File: src/rtl/keypad_pkg.sv
// Shared types and constants for the 4x4 keypad scanner.
package keypad_pkg;

    typedef enum logic [1:0] {
        SCAN,
        PRESS_DB,
        HELD,
        REL_DB
    } kp_state_t;

    localparam int KP_ROWS = 4;
    localparam int KP_COLS = 4;

    localparam logic [3:0] KEY_CLEAR = 4'd11;

    // Index of the lowest-numbered row pulled low; callers ensure at least one is low.
    function automatic logic [1:0] lowest_low(input logic [KP_ROWS-1:0] rows);
        logic [1:0] idx;
        idx = 2'd0;
        for (int i = KP_ROWS - 1; i >= 0; i--) begin
            if (!rows[i]) begin
                idx = 2'(i);
            end
        end
        return idx;
    endfunction

    function automatic logic [KP_COLS-1:0] col_drive(input logic [1:0] c);
        return ~(KP_COLS'(1) << c);
    endfunction

endpackage

File: src/rtl/keypad_sync.sv
// Two-flop synchroniser for the asynchronous keypad rows; resets to all-ones (rows idle high).
module keypad_sync #(
    parameter int WIDTH = 4
) (
    input  logic             clock,
    input  logic             reset,
    input  logic [WIDTH-1:0] d,
    output logic [WIDTH-1:0] q
);

    logic [WIDTH-1:0] meta;

    always_ff @(posedge clock or posedge reset) begin
        if (reset) begin
            meta <= '1;
            q    <= '1;
        end else begin
            meta <= d;
            q    <= meta;
        end
    end

endmodule

File: src/rtl/keypad_scanner.sv
// 4x4 keypad scanner with press/release debounce and a one-cycle newkey pulse per key event.
// Define KEYPAD_AUTOREPEAT_EN to re-emit newkey every REPEAT cycles while a key is held.
module keypad_scanner
    import keypad_pkg::*;
#(
    parameter int SCAN_DIV = 5000,
    parameter int DEBOUNCE = 50000
`ifdef KEYPAD_AUTOREPEAT_EN
    ,
    parameter int REPEAT   = 2500000
`endif
) (
    input  logic               clock,
    input  logic               reset,
    input  logic [KP_ROWS-1:0] row,
    output logic [KP_COLS-1:0] col,
    output logic               newkey,
    output logic [3:0]         keycode
);

    localparam int MAX_SD = (SCAN_DIV > DEBOUNCE) ? SCAN_DIV : DEBOUNCE;
`ifdef KEYPAD_AUTOREPEAT_EN
    localparam int MAX_P  = (MAX_SD > REPEAT) ? MAX_SD : REPEAT;
`else
    localparam int MAX_P  = MAX_SD;
`endif
    localparam int CW = $clog2(MAX_P);

    localparam logic [CW-1:0] SCAN_LAST = CW'(SCAN_DIV - 1);
    localparam logic [CW-1:0] DB_LAST   = CW'(DEBOUNCE - 1);
`ifdef KEYPAD_AUTOREPEAT_EN
    localparam logic [CW-1:0] REP_LAST  = CW'(REPEAT - 1);
`endif

    function automatic logic [CW-1:0] sat_inc(input logic [CW-1:0] v);
        return (v == '1) ? v : v + CW'(1);
    endfunction

    logic [KP_ROWS-1:0] rs;

    kp_state_t     state, state_n;
    logic [1:0]    c, c_n;
    logic [1:0]    r, r_n;
    logic [CW-1:0] scan_cnt, scan_cnt_n;
    logic [CW-1:0] db_cnt, db_cnt_n;
    logic          newkey_n;
    logic [3:0]    keycode_n;
`ifdef KEYPAD_AUTOREPEAT_EN
    logic [CW-1:0] rep_cnt, rep_cnt_n;
`endif

    keypad_sync #(
        .WIDTH(KP_ROWS)
    ) u_sync (
        .clock(clock),
        .reset(reset),
        .d    (row),
        .q    (rs)
    );

    // NOTE: every register gets an explicit async reset value; nothing is left to power-up state.
    always_ff @(posedge clock or posedge reset) begin
        if (reset) begin
            state    <= SCAN;
            c        <= 2'd0;
            r        <= 2'd0;
            scan_cnt <= '0;
            db_cnt   <= '0;
            col      <= col_drive(2'd0);
            newkey   <= 1'b0;
            keycode  <= 4'h0;
`ifdef KEYPAD_AUTOREPEAT_EN
            rep_cnt  <= '0;
`endif
        end else begin
            // NOTE: non-blocking so every register samples pre-edge values, as the hardware does.
            state    <= state_n;
            c        <= c_n;
            r        <= r_n;
            scan_cnt <= scan_cnt_n;
            db_cnt   <= db_cnt_n;
            col      <= col_drive(c_n);
            newkey   <= newkey_n;
            keycode  <= keycode_n;
`ifdef KEYPAD_AUTOREPEAT_EN
            rep_cnt  <= rep_cnt_n;
`endif
        end
    end

    always_comb begin
        // NOTE: defaults first so every path assigns every output and no latch is inferred.
        state_n    = state;
        c_n        = c;
        r_n        = r;
        scan_cnt_n = scan_cnt;
        db_cnt_n   = db_cnt;
        newkey_n   = 1'b0;
        keycode_n  = keycode;
`ifdef KEYPAD_AUTOREPEAT_EN
        rep_cnt_n  = rep_cnt;
`endif

        unique case (state)
            SCAN: begin
                if (scan_cnt == SCAN_LAST) begin
                    scan_cnt_n = '0;
                    if (&rs) begin
                        c_n = c + 2'd1;
                    end else begin
                        r_n      = lowest_low(rs);
                        db_cnt_n = '0;
                        state_n  = PRESS_DB;
                    end
                end else begin
                    scan_cnt_n = sat_inc(scan_cnt);
                end
            end

            PRESS_DB: begin
                if (rs[r]) begin
                    c_n        = c + 2'd1;
                    scan_cnt_n = '0;
                    state_n    = SCAN;
                end else if (db_cnt == DB_LAST) begin
                    newkey_n  = 1'b1;
                    keycode_n = {r, c};
                    db_cnt_n  = '0;
                    state_n   = HELD;
`ifdef KEYPAD_AUTOREPEAT_EN
                    rep_cnt_n = '0;
`endif
                end else begin
                    db_cnt_n = sat_inc(db_cnt);
                end
            end

            HELD: begin
                if (rs[r]) begin
                    db_cnt_n  = '0;
                    state_n   = REL_DB;
`ifdef KEYPAD_AUTOREPEAT_EN
                    rep_cnt_n = '0;
                end else if (rep_cnt == REP_LAST) begin
                    newkey_n  = 1'b1;
                    rep_cnt_n = '0;
                end else begin
                    rep_cnt_n = sat_inc(rep_cnt);
`endif
                end
            end

            REL_DB: begin
                // A low glitch during release drops back to HELD without a new event.
                if (!rs[r]) begin
                    db_cnt_n = '0;
                    state_n  = HELD;
                end else if (db_cnt == DB_LAST) begin
                    c_n        = 2'd0;
                    scan_cnt_n = '0;
                    db_cnt_n   = '0;
                    state_n    = SCAN;
                end else begin
                    db_cnt_n = sat_inc(db_cnt);
                end
            end

            default: state_n = SCAN;
        endcase
    end

endmodule

File: config.mk
export PLATFORM = sky130hd
export DESIGN_NAME = keypad_scanner
export DESIGN_NICKNAME = d
export VERILOG_FILES = /design/src/rtl/keypad_pkg.sv /design/src/rtl/keypad_sync.sv /design/src/rtl/keypad_scanner.sv
export SDC_FILE = /design/constraint.sdc
export NUM_CORES = 1
export LEC_CHECK = 0
export CORE_MARGIN = 10
export CORE_UTILIZATION = 40
export CTS_BUF_LIST = sky130_fd_sc_hd__clkbuf_4 sky130_fd_sc_hd__clkbuf_8
export CTS_CLUSTER_DIAMETER = 80
export DETAILED_ROUTE_END_ITERATION = 7
export PLACE_DENSITY = 0.57
export REMOVE_ABC_BUFFERS = 1
export SLEW_MARGIN = 15
export SYNTH_ARGS = -nofsm -noshare
export SYNTH_HDL_FRONTEND = slang
export SYNTH_SLANG_ARGS = --single-unit
File: constraint.sdc
create_clock -name clock -period 4.09 [get_ports clock]
set_clock_uncertainty 0.15 [all_clocks]
set_input_delay 0.409 -clock clock [delete_from_list [all_inputs] [get_ports clock]]
set_output_delay 0.409 -clock clock [all_outputs]
set_load 0.02 [all_outputs]
==> impl_metrics.ini, run 1 <==
[clocking]
path_clk_slew_ps = 100
cts_max_level = 2
cts_sinks = 55
cts_tree = done
clkLatencyLatePin_ps = 310
postCtsSetupBuffers = 0
cts_buffers = 5
cts_buffer_depth = 2
cts_resized = 0
ctsHoldBuffers = 0
cts_root_buf = clkbuf_8

[floorplanning]
core_mm2 = 0.00721
rows = 31
die_area_mm2 = 0.0112
die_y_um = 106
die_x_um = 106
pin_count = 15
initial_core_util = 0.410

[sta]
drv_slew = 0
fmax_mhz = 348
rsz0062_at_grt = no
setup_viol = 0
worstMarginPinSlew_ps = 1030
fin_setup_tns_ps = 0
period_share = 0.703
finalHoldViolations = 0
relSlewSlack = 0.311
fin_crit_ps = 2870

[logic_synthesis]
ys_seq_area_frac = 0.470
synth_cell_types = 49
synthCells = 302
synth_xor_area_frac = 0
synth_ff_type = dfrtp_1
synthMuxAreaShare = 0.0228
async_reset_ff_frac = 1.00
synth-edff-count = 0
synth_compound_area_frac = 0.213
netlist.top_cell.by_area = dfrtp_1
ys_top_cells_by_area = dfrtp_1 37%, dfstp_2 9.8%, a21oi_1 5.9%
ys_ff_latch = 55
synth_top_family_by_area = simple AND/OR/NAND/NOR gates
netlist_area_mm2 = 0.00296
synth_fa_ha_area_frac = 0.00845
syn_area_per_cell_um2 = 9.80
yosys.area_share.simple = 0.251
synth_top_area_frac = 0.372
yosys_warnings = 0

[setup_path]
critPathKind = flip-flop to flip-flop
path_max_fanout = 31
cp-end-kind = flip-flop
worstPathArrival_ps = 2880
start_kind = flip-flop
cp.required_ps = 4100

[power_and_ir_drop]
internal-power_mw = 0.678
switching_share = 0.224
p_per_area_mw_per_mm2 = 268
p_clk_frac = 0.343
p_seq_frac = 0.633
comb_power_share = 0.024
p_total_mw = 0.874
p_sw_mw = 0.196
p_leak_nw = 1.25
peakVddDrop_mv = 0.128

[placement]
post-dp-hpwl_um = 4310
portBuffers = 14
gp_congestion = 0.805

[outcome]
status = completed

[global_route]
overflow = 0
grt_max_degree = 49
grt_pass1_vias = 2227
grt_pass1_wl_um = 11100
antenna_found_initial = 0
track_usage = 0.116

[finish]
final_layout_size_suffix_gt1_frac = 0.132
finalNetCount = 317
fill_cells = 710
antenna_cells = 0
area_delta_synth_final_pct = 10.0

[routing]
vias_per_cell = 5.90
drt-pass1-iter-count = 4
ant_nets = 0
vias = 2413
drt-total-wl_um = 6290
wire_per_inst_um = 15.4
drc = 0
drtIter0Drc = 97

[hold_path]
hp-class = flip-flop to flip-flop

[flow_run]
cap_violations = 0
cell usage in the layout, fill, tap and decap left out, types with 2 or more instances in the layout:
master,netlist,routed
nand2_1,22,22
nand3_1,14,14
or3_1,5,5
clkbuf_8,0,5
o311ai_2,2,2
or4_1,18,18
a31oi_1,5,5
o41ai_1,2,2
ha_1,2,2
clkinv_2,0,2
or2_2,5,5
nor4_1,2,2
dfrtp_1,44,44
nor3_1,2,2
o31ai_1,20,20
o211ai_1,2,2
o211ai_2,2,2
a21o_1,2,2
nand4_1,12,12
and3_1,6,6
o21ai_0,13,13
and2_1,4,4
nor4bb_1,2,2
buf_4,0,2
nand2b_1,3,3
a21oi_1,35,35
a41oi_1,3,3
clkdlybuf4s50_1,0,14
or4_4,2,2
inv_1,9,8
mux2_2,4,4
nor2_1,10,10
o31a_1,3,3
dfstp_2,11,11
and4_1,6,6
cells by family (layout without fill, tap and decap cells):
logic type                 Yosys count  count (layout)
adders and majority gates            2               2
buffers and inverters               25              33
DFF                                 55              55
muxes                                5               5
and+or+nand+nor                    121             121
AOI/OAI and AO/OA                   94              94
synthesized netlist by cell type (all sizes together), types with 4 or more instances:
cell,count
inv,9
nand4,12
clkbuf,11
nand2,22
mux2,4
a31oi,5
and2,4
and4,6
nor2,10
o31ai,20
buf,5
or3,5
dfstp,11
a21oi,35
and3,6
o211ai,4
dfrtp,44
nand3,14
or2,6
o21ai,13
or4,20
state kept, by name, summed over array words and instances, names as in the netlist, named ones only:
signal       count
keycode          4
db_cnt          16
col              4
scan_cnt        16
newkey           1
u_sync.meta      4
c                2
u_sync.q         4
state            1
r                2
worst paths after layout:
kind                                                end  slack, ps  depth (start not counted)                      from
worst max-delay path            scan_cnt[2]$_DFFE_PP0P_       1220                          5    db_cnt[12]$_DFFE_PP0P_
worst min-delay path              u_sync.q[0]$_DFF_PP1_        210                          0  u_sync.meta[0]$_DFF_PP1_
worst max register to register  scan_cnt[2]$_DFFE_PP0P_       1220                          5    db_cnt[12]$_DFFE_PP0P_
worst min register to register    u_sync.q[0]$_DFF_PP1_        210                          0  u_sync.meta[0]$_DFF_PP1_
max in group asynchronous         u_sync.q[2]$_DFF_PP1_       2480                          3                     reset
min in group asynchronous         db_cnt[2]$_DFFE_PP0P_        500                          2                     reset
stage by stage:
stage / hold slack, ps / cells / setup WS, ps / area, µm² / util
after floorplan: 195 / 286 / 1630 / 2890 / -
after global placement: 196 / 400 / 1230 / 3160 / 0.438
after detailed placement: 197 / 400 / 1200 / 3160 / 0.438
after CTS: 212 / 408 / 1200 / 3250 / 0.450
after global routing: 216 / 409 / 847 / 3260 / 0.451
final: 211 / 409 / 1220 / 3260 / 0.451
power by group through the flow:
| stage | Sequential (mW) | Combinational, mW | Clock, mW |
|---|---|---|---|
| 6_report | 0.554 | 0.0207 | 0.300 |
| 5_1_grt | 0.554 | 0.0238 | 0.341 |
| 4_1_cts | 0.554 | 0.0217 | 0.316 |
| 3_5_place_dp | 0.564 | 0.0217 | 0 |
| 3_3_place_gp | 0.564 | 0.0219 | 0 |
| 2_1_floorplan | 0.563 | 0.0118 | 0 |
area by class of cell:
cell class / instances / area (µm²) / share of cell area
Sequential cell: 55 / 1390 / 0.427
Timing Repair Buffer: 16 / 155 / 0.0476
Inverter: 9 / 33.8 / 0.0104
Clock buffer: 5 / 68.8 / 0.0211
Tap cell: 99 / 124 / 0.0380
Clock inverter: 3 / 18.8 / 0.00576
Multi-Input combinational cell: 222 / 1470 / 0.450
layer usage:
layer  vias to the layer above  part of all wire  GRT usage
li1                       1199                 -          -
met1                      1180              0.50      0.162
met2                        32              0.47      0.175
met3                         2             0.026     0.0266
met4                         0            0.0043     0.0329
met5                         -                 0          0
critical path: stages (launching register included):
cell and delay (ps):
dfrtp_1 460, nor4bb_1 430, nand4_1 310, a21o_1 540
nor2_1 760, a21oi_1 80
No activity file was read; power rests on OpenSTA's default activity.
==> inputs of run 2 (changes only) <==
clock period = 2.65 ns   (was 4.09 ns; I/O delays follow)
==> run 2 against run 1 <==
Cell area grew 6.4%; combinational power grew 74%; utilization grew 2.9 points; sequential power grew 54%; hold slack lost 57 ps; first-iteration DRC count shrank 6.2%; critical path type unchanged.
==> impl_metrics.ini, run 2 (same netlist as run 1, synthesis figures left out) <==
[sta]
final.setup.worst_slack_ps = 50.1
finalHoldViolations = 0
fin_crit_ps = 2600
rsz0062_at_grt = no
setup_viol = 0
relSlewSlack = 0.521
drv_slew = 0
fmax_mhz = 385
period_share = 0.981
worstMarginPinSlew_ps = 718
fin_setup_tns_ps = 0

[global_route]
antenna_found_initial = 0
grt_pass1_vias = 2460
track_usage = 0.120
overflow = 0
grt_max_degree = 33
grt_pass1_wl_um = 11700

[placement]
post-place-ws_ps = 88.6
post-dp-hpwl_um = 4620
post_dp_cell_area_mm2 = 0.00333
portBuffers = 14
gp_congestion = 0.827

[outcome]
status = completed

[floorplanning]
core_mm2 = 0.00721
pin_count = 15
die_x_um = 106
initial_core_util = 0.410
die_y_um = 106
die_area_mm2 = 0.0112
rows = 31

[routing]
drt-pass1-iter-count = 5
wire_per_inst_um = 15.6
vias = 2509
drt-total-wl_um = 6620
vias_per_cell = 5.90
drtIter0Drc = 91
drc = 0
ant_nets = 0

[finish]
area_delta_synth_final_pct = 17.0
reg_top3 = db_cnt: 16 flops, scan_cnt: 16 flops
mostFrequentLayoutCells = 44 x dfrtp_1, 35 x a21oi_1, 22 x nand2_1, 20 x o31ai_1, 18 x or4_1
layout_commonest_cell = dfrtp_1
finalNetCount = 333
antenna_cells = 0
final_layout_size_suffix_gt1_frac = 0.181
final_cell_area_mm2 = 0.00346
fill_cells = 696

[setup_path]
start_kind = flip-flop
path_buf_inv = 0
critPathKind = flip-flop to flip-flop
cp.required_ps = 2700
path_max_fanout = 5
max_stage_delay_ps = 630
cp_slowest_cell = or4_4
worstPathArrival_ps = 2650
crit_family = simple AND/OR/NAND/NOR gates
crit_chain = or4_4 -> or4_4 -> o311ai_2 -> o211ai_2 -> or2_1
cp-end-kind = flip-flop
cpMostUsedCell = or4_4

[clocking]
clkLatencyLatePin_ps = 310
cts_root_buf = clkbuf_8
postCtsSetupBuffers = 0
cts_buffers = 5
cts_tree = done
cts_buffer_depth = 2
path_clk_slew_ps = 100
cts_sinks = 55
cts_max_level = 2

[power_and_ir_drop]
p_per_area_mw_per_mm2 = 426
peakVddDrop_mv = 0.299
p_leak_nw = 1.37

[hold_path]
hp-class = input port to async pin

[flow_run]
cap_violations = 0
## run 2: changes by cell type in the layout (fill, tap and decap cells not counted), sizes merged
cell	change
buf	+16
bufinv	+1
clkbuf	+1
clkinv	-1
inv	-1
## run 2: cell type report
| type | count | area, µm² | area share |
|---|---|---|---|
| well taps | 99 | 124 | 0.0358 |
| repair buffers | 32 | 313 | 0.0903 |
| clock buffers | 6 | 82.6 | 0.0238 |
| multi-input cells | 222 | 1490 | 0.429 |
| clock inverters | 2 | 35.0 | 0.0101 |
| inverters | 9 | 33.8 | 0.00975 |
| flip-flops and latches | 55 | 1390 | 0.401 |
## run 2: metrics by stage
stage	power, mW	utilization	instances	hold slack [ps]
floorplan	0.887	-	286	119
global placement	0.907	0.461	417	196
detailed placement	0.908	0.461	417	198
CTS	1.50	0.477	425	171
global route	1.54	0.480	425	194
finish	1.48	0.480	425	153
## run 2: power by group
part	internal [mW]	leakage, nW	switching [mW]
Combinational	0.0127	0.589	0.0235
Clock	0.306	0.0612	0.278
Sequential	0.850	0.716	0.00433
Total	1.17	1.37	0.306
## run 2: layer usage
| layer | track usage | share of wire | routed length (µm) | vias up |
|---|---|---|---|---|
| met5 | 0 | 0 | 0 | - |
| met4 | 0.0319 | 0.0066 | 44 | 0 |
| met3 | 0.0229 | 0.021 | 140 | 4 |
| met2 | 0.195 | 0.49 | 3230 | 28 |
| met1 | 0.160 | 0.48 | 3210 | 1256 |
| li1 | - | - | - | 1221 |
## run 2: final timing paths
path	cells after the start	endpoint	startpoint	slack, ps
worst min-delay path	2	db_cnt[0]$_DFFE_PP0P_	reset	150
worst min register to register	0	u_sync.q[2]$_DFF_PP1_	u_sync.meta[2]$_DFF_PP1_	210
max in group asynchronous	3	u_sync.meta[2]$_DFF_PP1_	reset	1560
worst max-delay path	5	col[0]$_DFF_PP0_	scan_cnt[10]$_DFFE_PP0P_	50
min in group clock	0	u_sync.q[2]$_DFF_PP1_	u_sync.meta[2]$_DFF_PP1_	210
worst max register to register	5	col[0]$_DFF_PP0_	scan_cnt[10]$_DFFE_PP0P_	50
## run 2: repair_timing
action / in CTS / in global routing
setup endpoints to repair: 0 / 12
endpoints found under the hold margin: 0 / 0
hold buffers: 0 / 0
gates resized for setup: 0 / 3
